<file path="src/rtl/weight_buffer_stream_ctrl.sv">
// Streams row indices into the dual-half weight buffer for a programmed number of passes,
// carrying valid/row/pass tags that line up with the buffer's 2-cycle read output.
module weight_buffer_stream_ctrl #(
  parameter int NUM_ROWS    = 42,
  parameter int ROW_WIDTH   = 6,
  parameter int INDEX_WIDTH = 12,
  parameter int PASS_WIDTH  = 8
) (
  input  logic                   clk,
  input  logic                   reset,
  input  logic                   start,
  input  logic [PASS_WIDTH-1:0]  num_passes,
  input  logic                   stall,
  output logic                   busy,
  output logic [INDEX_WIDTH-1:0] index,
  output logic                   data_valid,
  output logic [ROW_WIDTH-1:0]   out_row,
  output logic [PASS_WIDTH-1:0]  out_pass,
  output logic                   last_row,
  output logic                   done
);

  localparam logic [ROW_WIDTH-1:0] LAST_ROW = ROW_WIDTH'(NUM_ROWS - 1);

  typedef enum logic [1:0] {IDLE, RUN, DRAIN} state_t;

  state_t                state;
  logic [ROW_WIDTH-1:0]  ptr_row;
  logic [PASS_WIDTH-1:0] ptr_pass;
  logic [PASS_WIDTH-1:0] pass_last_q;

  logic                  vld_p0, vld_p1, vld_p2;
  logic [ROW_WIDTH-1:0]  row_p0, row_p1, row_p2;
  logic [PASS_WIDTH-1:0] pass_p0, pass_p1, pass_p2;
  logic                  last_p0, last_p1, last_p2;

  logic                  accept, reject, final_beat, start_ok, issue, issue_final;
  logic [ROW_WIDTH-1:0]  issue_row;
  logic [PASS_WIDTH-1:0] issue_pass, pass_last;

  // A start arriving in the same cycle as done is ignored.
  assign start_ok    = (state == IDLE) && start && !done;
  assign accept      = vld_p2 && !stall;
  assign reject      = vld_p2 && stall;
  assign final_beat  = accept && (row_p2 == LAST_ROW) && (pass_p2 == pass_last_q);
  assign issue       = (start_ok && (num_passes != '0)) || ((state == RUN) && !stall);
  assign issue_row   = (state == IDLE) ? '0 : ptr_row;
  assign issue_pass  = (state == IDLE) ? '0 : ptr_pass;
  assign pass_last   = (state == IDLE) ? (num_passes - PASS_WIDTH'(1)) : pass_last_q;
  assign issue_final = (issue_row == LAST_ROW) && (issue_pass == pass_last);

  assign index      = INDEX_WIDTH'(row_p0);
  assign data_valid = vld_p2;
  assign out_row    = row_p2;
  assign out_pass   = pass_p2;
  assign last_row   = last_p2;

  always_ff @(posedge clk) begin
    if (reset) begin
      state       <= IDLE;
      busy        <= 1'b0;
      done        <= 1'b0;
      ptr_row     <= '0;
      ptr_pass    <= '0;
      pass_last_q <= '0;
      vld_p0      <= 1'b0;
      vld_p1      <= 1'b0;
      vld_p2      <= 1'b0;
      row_p0      <= '0;
      row_p1      <= '0;
      row_p2      <= '0;
      pass_p0     <= '0;
      pass_p1     <= '0;
      pass_p2     <= '0;
      last_p0     <= 1'b0;
      last_p1     <= 1'b0;
      last_p2     <= 1'b0;
    end else begin
      done <= 1'b0;
      // S0 -> S1 -> S2: tags follow the buffer's address and output registers
      vld_p1  <= vld_p0;
      vld_p2  <= vld_p1;
      row_p1  <= row_p0;
      row_p2  <= row_p1;
      pass_p1 <= pass_p0;
      pass_p2 <= pass_p1;
      last_p1 <= last_p0;
      last_p2 <= last_p1;
      vld_p0  <= 1'b0;
      last_p0 <= 1'b0;

      if (reject) begin
        // Everything behind the rejected beat is dropped; replay starts from it.
        vld_p1   <= 1'b0;
        vld_p2   <= 1'b0;
        last_p1  <= 1'b0;
        last_p2  <= 1'b0;
        ptr_row  <= row_p2;
        ptr_pass <= pass_p2;
        row_p0   <= row_p2;
        pass_p0  <= pass_p2;
        state    <= RUN;
      end else if (issue) begin
        vld_p0  <= 1'b1;
        row_p0  <= issue_row;
        pass_p0 <= issue_pass;
        last_p0 <= (issue_row == LAST_ROW);
        if (issue_row == LAST_ROW) begin
          ptr_row  <= '0;
          ptr_pass <= issue_pass + PASS_WIDTH'(1);
        end else begin
          ptr_row  <= issue_row + ROW_WIDTH'(1);
          ptr_pass <= issue_pass;
        end
        state <= issue_final ? DRAIN : RUN;
        if (state == IDLE) begin
          busy        <= 1'b1;
          pass_last_q <= pass_last;
        end
      end else if (start_ok) begin
        done <= 1'b1;
      end

      if ((state == DRAIN) && final_beat) begin
        state <= IDLE;
        busy  <= 1'b0;
        done  <= 1'b1;
      end
    end
  end

endmodule

</file>
<file path="config.mk">
export PLATFORM = sky130hd
export DESIGN_NAME = weight_buffer_stream_ctrl
export DESIGN_NICKNAME = d
export VERILOG_FILES = /design/src/rtl/weight_buffer_stream_ctrl.sv
export SDC_FILE = /design/constraint.sdc
export NUM_CORES = 1
export LEC_CHECK = 0
export ABC_AREA = 1
export CAP_MARGIN = 10
export CORE_MARGIN = 2
export CORE_UTILIZATION = 40
export DETAILED_ROUTE_END_ITERATION = 16
export PLACE_DENSITY = 0.69
export SETUP_SLACK_MARGIN = 0.02
export SYNTH_ARGS = -nofsm -noshare
export SYNTH_HDL_FRONTEND = slang
export SYNTH_SLANG_ARGS = --single-unit
</file>
<file path="constraint.sdc">
create_clock -name clk -period 2.3 [get_ports clk]
set_input_delay 0.345 -clock clk [delete_from_list [all_inputs] [get_ports clk]]
set_output_delay 0.345 -clock clk [all_outputs]
set_load 0.05 [all_outputs]
</file>
== Yosys cells after proc, flatten, opt, wreduce, memory -nomap -nowiden ==
Index checks and enable logic that the tools add are counted.

* Add/subtract/negate cells: 3
* Mux-type cells: 21
* Equality and inequality tests: 6
* Reduce and logical (&&, ||, !) cells: 21
* Bitwise operators: 2

{| class="wikitable"
|+ Operators with widths
! cell !! count
|-
| 8-bit two-way mux || 7
|-
| 6-bit two-way mux || 6
|-
| 8-bit equality test || 2
|-
| 6-bit equality test, second input constant || 2
|-
| 1-bit logical AND || 10
|-
| 8-bit by 1-bit adder with 8-bit output, second input constant || 1
|-
| 8-bit nonzero test || 1
|-
| 8-bit by 1-bit subtractor with 8-bit output, second input constant || 1
|-
| 1-bit two-way mux || 7
|-
| 6-bit by 1-bit adder with 6-bit output, second input constant || 1
|-
| 3-bit OR reduction || 2
|-
| 2-bit OR reduction || 2
|-
| 3-bit AND reduction || 1
|-
| 2-bit by 1-bit equality test with 1-bit output, second input constant || 1
|-
| 2-bit equality test, second input constant || 1
|-
| 1-bit logical NOT || 2
|-
| 2-bit logical NOT || 1
|-
| 2-bit two-way mux || 1
|-
| 1-bit NOT || 2
|-
| 2-bit nonzero test || 1
|-
| 1-bit logical OR || 1
|}

* Register bits: 74
* Word-level logic and storage cells: 72

== Longest topological paths before layout ==
Gate-level depths: netlist of the first run.

* Word-level depth: 8
* Depth in mapped cells: 15
* Mapped depth without buffers: 14

== Worst setup path after synthesis of the first run ==
No wires, ideal clock.

* Kind: register to register
* Start: reg state[0]
* End: reg ptr_pass[5]
* Arrival time: 1.738 ns
* Data required time: 2.168 ns
* Path slack: 0.430 ns
* Stages on the path, launching flop included: 14
* Period minus slack after synthesis: 1.870 ns
* Path through: dfxtp_1 > nor2_4 > buf_2 > nor2_1 > ha_1 > nand2_1 > nor2_1 > nand2_2 > nor2_2 > nand2_1 > nor2_1 > nor2_1 > nand2_1 > a21oi_1

* Longest elaborated chain between the ends: 6
* Elaborated cells between the ends (all ways): 15
* Classes of those cells: add/sub: 1; eq/ne: 2; mux: 5; reduce/logical: 7

{| class="wikitable"
|+ RTL lines
! element !! line !! RTL
|-
| start, declared || 27 || <nowiki>state_t state;</nowiki>
|-
| start signal, assigned || 115 || <nowiki>state <= issue_final ? DRAIN : RUN;</nowiki>
|-
| 2-bit logical NOT || 42, 47, 48 ||
|-
| 8-bit two-way mux, or another cell as far along || 48 || <nowiki>assign issue_pass = (state == IDLE) ? '0 : ptr_pass;</nowiki>
|-
| 8-bit by 1-bit adder with 8-bit output, or another cell as far along || 110 || <nowiki>ptr_pass <= issue_pass + PASS_WIDTH'(1);</nowiki>
|-
| 8-bit two-way mux / 1-bit logical AND (equally long branches) || 108, 46 ||
|-
| 8-bit two-way mux / 1-bit logical OR (equally long branches) || 103, 46 ||
|-
| 8-bit two-way mux / 2-bit nonzero test (equally long branches) || -- ||
|-
| end signal, assigned || 99 || <nowiki>ptr_pass <= pass_p2;</nowiki>
|-
| end signal, assigned || 110 ||
|-
| end signal, assigned || 113 || <nowiki>ptr_pass <= issue_pass;</nowiki>
|-
| end, declared || 29 || <nowiki>logic [PASS_WIDTH-1:0] ptr_pass;</nowiki>
|}

Parallel ways exist; a longest one is shown, timed or not. The select of a mux whose other input is x is not followed.
A chain may end at the register's enable or synchronous reset.

== Worst setup path after layout of the first run ==
Ends and elaborated chain as after synthesis.

==> out/summary.txt, run 1 <==
number of enable-type register cells in the synthesized netlist - 0
combinational family with the most area after synthesis - simple AND/OR/NAND/NOR gates
Setup crit start - state[0]
critical path required time - 2.53 ns
Synth Register Bits - 74
Placeable Area - 8720 sq um
cell type with the largest total area after synthesis - sky130_fd_sc_hd__dfxtp_1
fraction of power spent switching nets - 0.327
power density of the placed cells - 738 nW/um^2
number of global-route vias before repair - 3206
wire length on met1 - 4480 um
share of synthesized cell area in and, or, nand and nor gates - 0.300
Unique masters post-synth - 37
fin crit period - 2.04 ns
std cell rows - 34
overall routed net length - 9200 um
Final nets - 567
share of total power in combinational logic - 0.223
Avg Synthesized Cell Area - 6.97 sq um
quantity of gates resized following cts - 0
Compound-Gate Fraction of Synth Area - 0.114
Setup Buffers After CTS - 0
slew margin rel. - 0.654
DR WL met2 - 4120 um
Adder-Cell Fraction of Synth Area - 0.0175
Max Freq - 0.489 GHz
die outline height - 98.6 um
number of violations reported at the end of detailed-routing iteration 0 - 221
worst setup path category - register to register
final period utilization - 0.888
critical path's most frequent cell - sky130_fd_sc_hd__nor2_1
startpoint class of the critical path - register
critical path peak fanout - 6
cell type of the slowest stage on the worst timing path - sky130_fd_sc_hd__dfxtp_1
cells after synthesis - 514
Hold Crit Endpoint - out_pass[6]
Starting Density - 0.411
fraction of layout cells with a size suffix above 1 - 0.0778
register-to-register setup slack - 0.26 ns
wire length on met3 - 515 um
Reg clk slew, reported paths - 0.07 ns
highest routing layer actually used - met4
portion of the post-synthesis area used by sequential elements - 0.414
Slew @ Worst Pin - 0.518 ns
clock buffers created by TritonCTS - 9
crit path cell chain - nor2_4 -> nor2_1 -> ha_1 -> nand2_1 -> nor2_1 -> nand2_2 -> nor2_2 -> nand2_1 -> nor2_1 -> nor2_1 -> nand2_1 -> a21oi_1
final routed wire length divided by cell count - 13.9 um
Largest delay share family, worst path - simple AND/OR/NAND/NOR gates
insertion delay to the later sink of the worst-skew pair - 0.35 ns
final setup skew - 0.00904 ns
dpl hpwl - 6650 um
run status - complete, no violations
Cells on Worst Hold Path - 2
data arrival time of the critical path - 2.28 ns
remaining global-route overflow - 0
setup repair after global routing missed its margin - false
initial antenna violation count - 0
clk sinks - 74
xor/xnor share of the synthesized area - 0.0244
detailed-route via count - 3258
number of setup violations in the final report - 0
buffer levels on the longest clock path - 2
number of buffers added to fix hold violations after cts - 0
number of slew-limit violations in the final report - 0
number of buffer and inverter instances along the worst setup path - 0
root buf cell - sky130_fd_sc_hd__clkbuf_8
Internal Dissipation - 2.09 mW
Clk network pwr share - 0.321
portion of total power attributed to sequential cells - 0.456
endpoint class of the critical path - register
most common cell after layout, fill and taps aside - sky130_fd_sc_hd__nand2_1
number of placed I/O pins - 42
summed instance area of the synthesized netlist - 3580 sq um
Hold Vio Cnt, Final - 0
total die area - 9730 sq um
Via-to-Cell Ratio - 4.93
net switching power figure - 1.02 mW
Setup TNS - 0 ns
Detailed Routing Iterations Pass 1 - 5
gp weighted congestion - 0.892
top-area cell type share of the netlist area - 0.414
count of antenna-violating nets left after detailed routing - 0
Worst path max stage delay - 0.45 ns
Hold Path Class - register to register
Total Routing Usage GR - 0.199
launch point of the worst reg-to-reg path - state[0]
max-capacitance violation count - 0
die width - 98.6 um
count of unresolved DRC violations after routing - 0
H-tree depth - 3
async set-or-reset flop fraction in the synthesized netlist - 0
Yosys Warn Count - 0
Antenna Diode Count - 0
final core area utilization - 0.482
post-synthesis to final-layout area growth - 17.4%
worst ir drop on vdd - 0.000344 V
cells on worst reg2reg path - 12
clock tree from TritonCTS - yes
most area-consuming cells after synthesis - sky130_fd_sc_hd__dfxtp_1 41%, sky130_fd_sc_hd__nand2_1 11%, sky130_fd_sc_hd__inv_1 9.4%
global-route wire length before repair - 15400 um
r2r endpoint - ptr_pass[5]
ys flop type - sky130_fd_sc_hd__dfxtp_1
Port Buffers - 35
mux cell area share after synthesis - 0
source of the worst hold timing path - pass_p1[6]
cell leakage power - 1.63 nW
pin count of the biggest net entering global routing - 33
most used cells in the layout excluding fill and tap cells - 106 x sky130_fd_sc_hd__nand2_1, 90 x sky130_fd_sc_hd__inv_1, 79 x sky130_fd_sc_hd__nor2_1
## worst max-delay path by stage
stage                       end  slack [ns]  cells past startpoint
floorplan           ptr_pass[5]        0.43                     13
global placement     pass_p0[2]        0.22                      6
detailed placement   ptr_row[5]        0.16                     10
CTS                 ptr_pass[5]        0.28                     12
global route        ptr_pass[5]        0.07                     12
finish              ptr_pass[5]        0.26                     12
## cells in the mapped netlist, drive strengths merged, types with 2 or more instances
cell type and number:
inv 92, nand4 10, clkbuf 4, nand3b 2, o221ai 3, nand3 23
o211ai 3, ha 5, xnor2 5, dfxtp 74, o21a 2, xor2 5
nor3 3, buf 16, a21oi 27, o21ai 30, nor2 87, a31oi 5
nand2 114
## cell type report
type	count	area (sq um)
clock inverter	4	53.8
clock buffer	10	138
fill	897	4520
sequential	74	1480
tap	108	135
timing repair buffer	40	395
multi-input combinational	333	1660
inverter	92	345
## registers in the layout (all words and copies together) (netlist names)
register,count
row_p1,6
last_row,1
last_p0,1
out_pass,8
pass_last_q,8
last_p1,1
data_valid,1
pass_p1,8
done,1
busy,1
ptr_pass,8
out_row,6
ptr_row,6
state,2
vld_p1,1
row_p0,6
vld_p0,1
pass_p0,8
## power by group through the flow
stage	Clock (mW)	Sequential [mW]	Combinational, mW
floorplan	0	1.45	0.481
global placement	0	1.44	0.671
detailed placement	0	1.44	0.683
CTS	1.01	1.41	0.685
global route	1.08	1.42	0.758
finish	0.997	1.42	0.691
## through the flow
stage	hold slack, ns	instances	setup WS, ns	area [sq um]	total power, mW
floorplan	0.388	519	0.430	3600	1.93
global placement	0.389	647	0.217	4010	2.11
detailed placement	0.395	647	0.159	4010	2.12
CTS	0.408	661	0.279	4200	3.11
global route	0.414	661	0.0662	4200	3.26
finish	0.401	661	0.257	4200	3.10
## worst reg2reg max path, cell delays in order (launching register included)
cell and delay, ns:
sky130_fd_sc_hd__dfxtp_1 0.45, sky130_fd_sc_hd__nor2_4 0.07, sky130_fd_sc_hd__nor2_1 0.23, sky130_fd_sc_hd__ha_1 0.21
sky130_fd_sc_hd__nand2_1 0.06, sky130_fd_sc_hd__nor2_1 0.11, sky130_fd_sc_hd__nand2_2 0.13, sky130_fd_sc_hd__nor2_2 0.21
sky130_fd_sc_hd__nand2_1 0.10, sky130_fd_sc_hd__nor2_1 0.15, sky130_fd_sc_hd__nor2_1 0.08, sky130_fd_sc_hd__nand2_1 0.08
sky130_fd_sc_hd__a21oi_1 0.06
## layer usage
metal	vias up	GRT usage
met2	88	0.313
met4	0	0.0664
met5	-	0
li1	1655	-
met3	9	0.0482
met1	1506	0.268
## kinds of logic (layout without fill, tap and decap cells)
kind of cell	count (synthesis)	in the layout
DFF	74	74
adders and majority gates	5	5
buffers and inverters	112	146
xor gates and xnor gates	10	10
and+or+nand+nor	240	240
AOI/OAI and AO/OA	72	72
other	1	6
No activity file was read; power rests on OpenSTA's default activity.
==> run 2, diff against run 1 <==
--- a/config.mk
+++ b/config.mk
@@ -12,6 +12,7 @@
 export DETAILED_ROUTE_END_ITERATION = 16
 export PLACE_DENSITY = 0.69
 export SETUP_SLACK_MARGIN = 0.02
+export SLEW_MARGIN = 30
 export SYNTH_ARGS = -nofsm -noshare
 export SYNTH_HDL_FRONTEND = slang
 export SYNTH_SLANG_ARGS = --single-unit
==> results of run 2 <==
No change in the layout: final DEF, timing and power equal those of run 1.
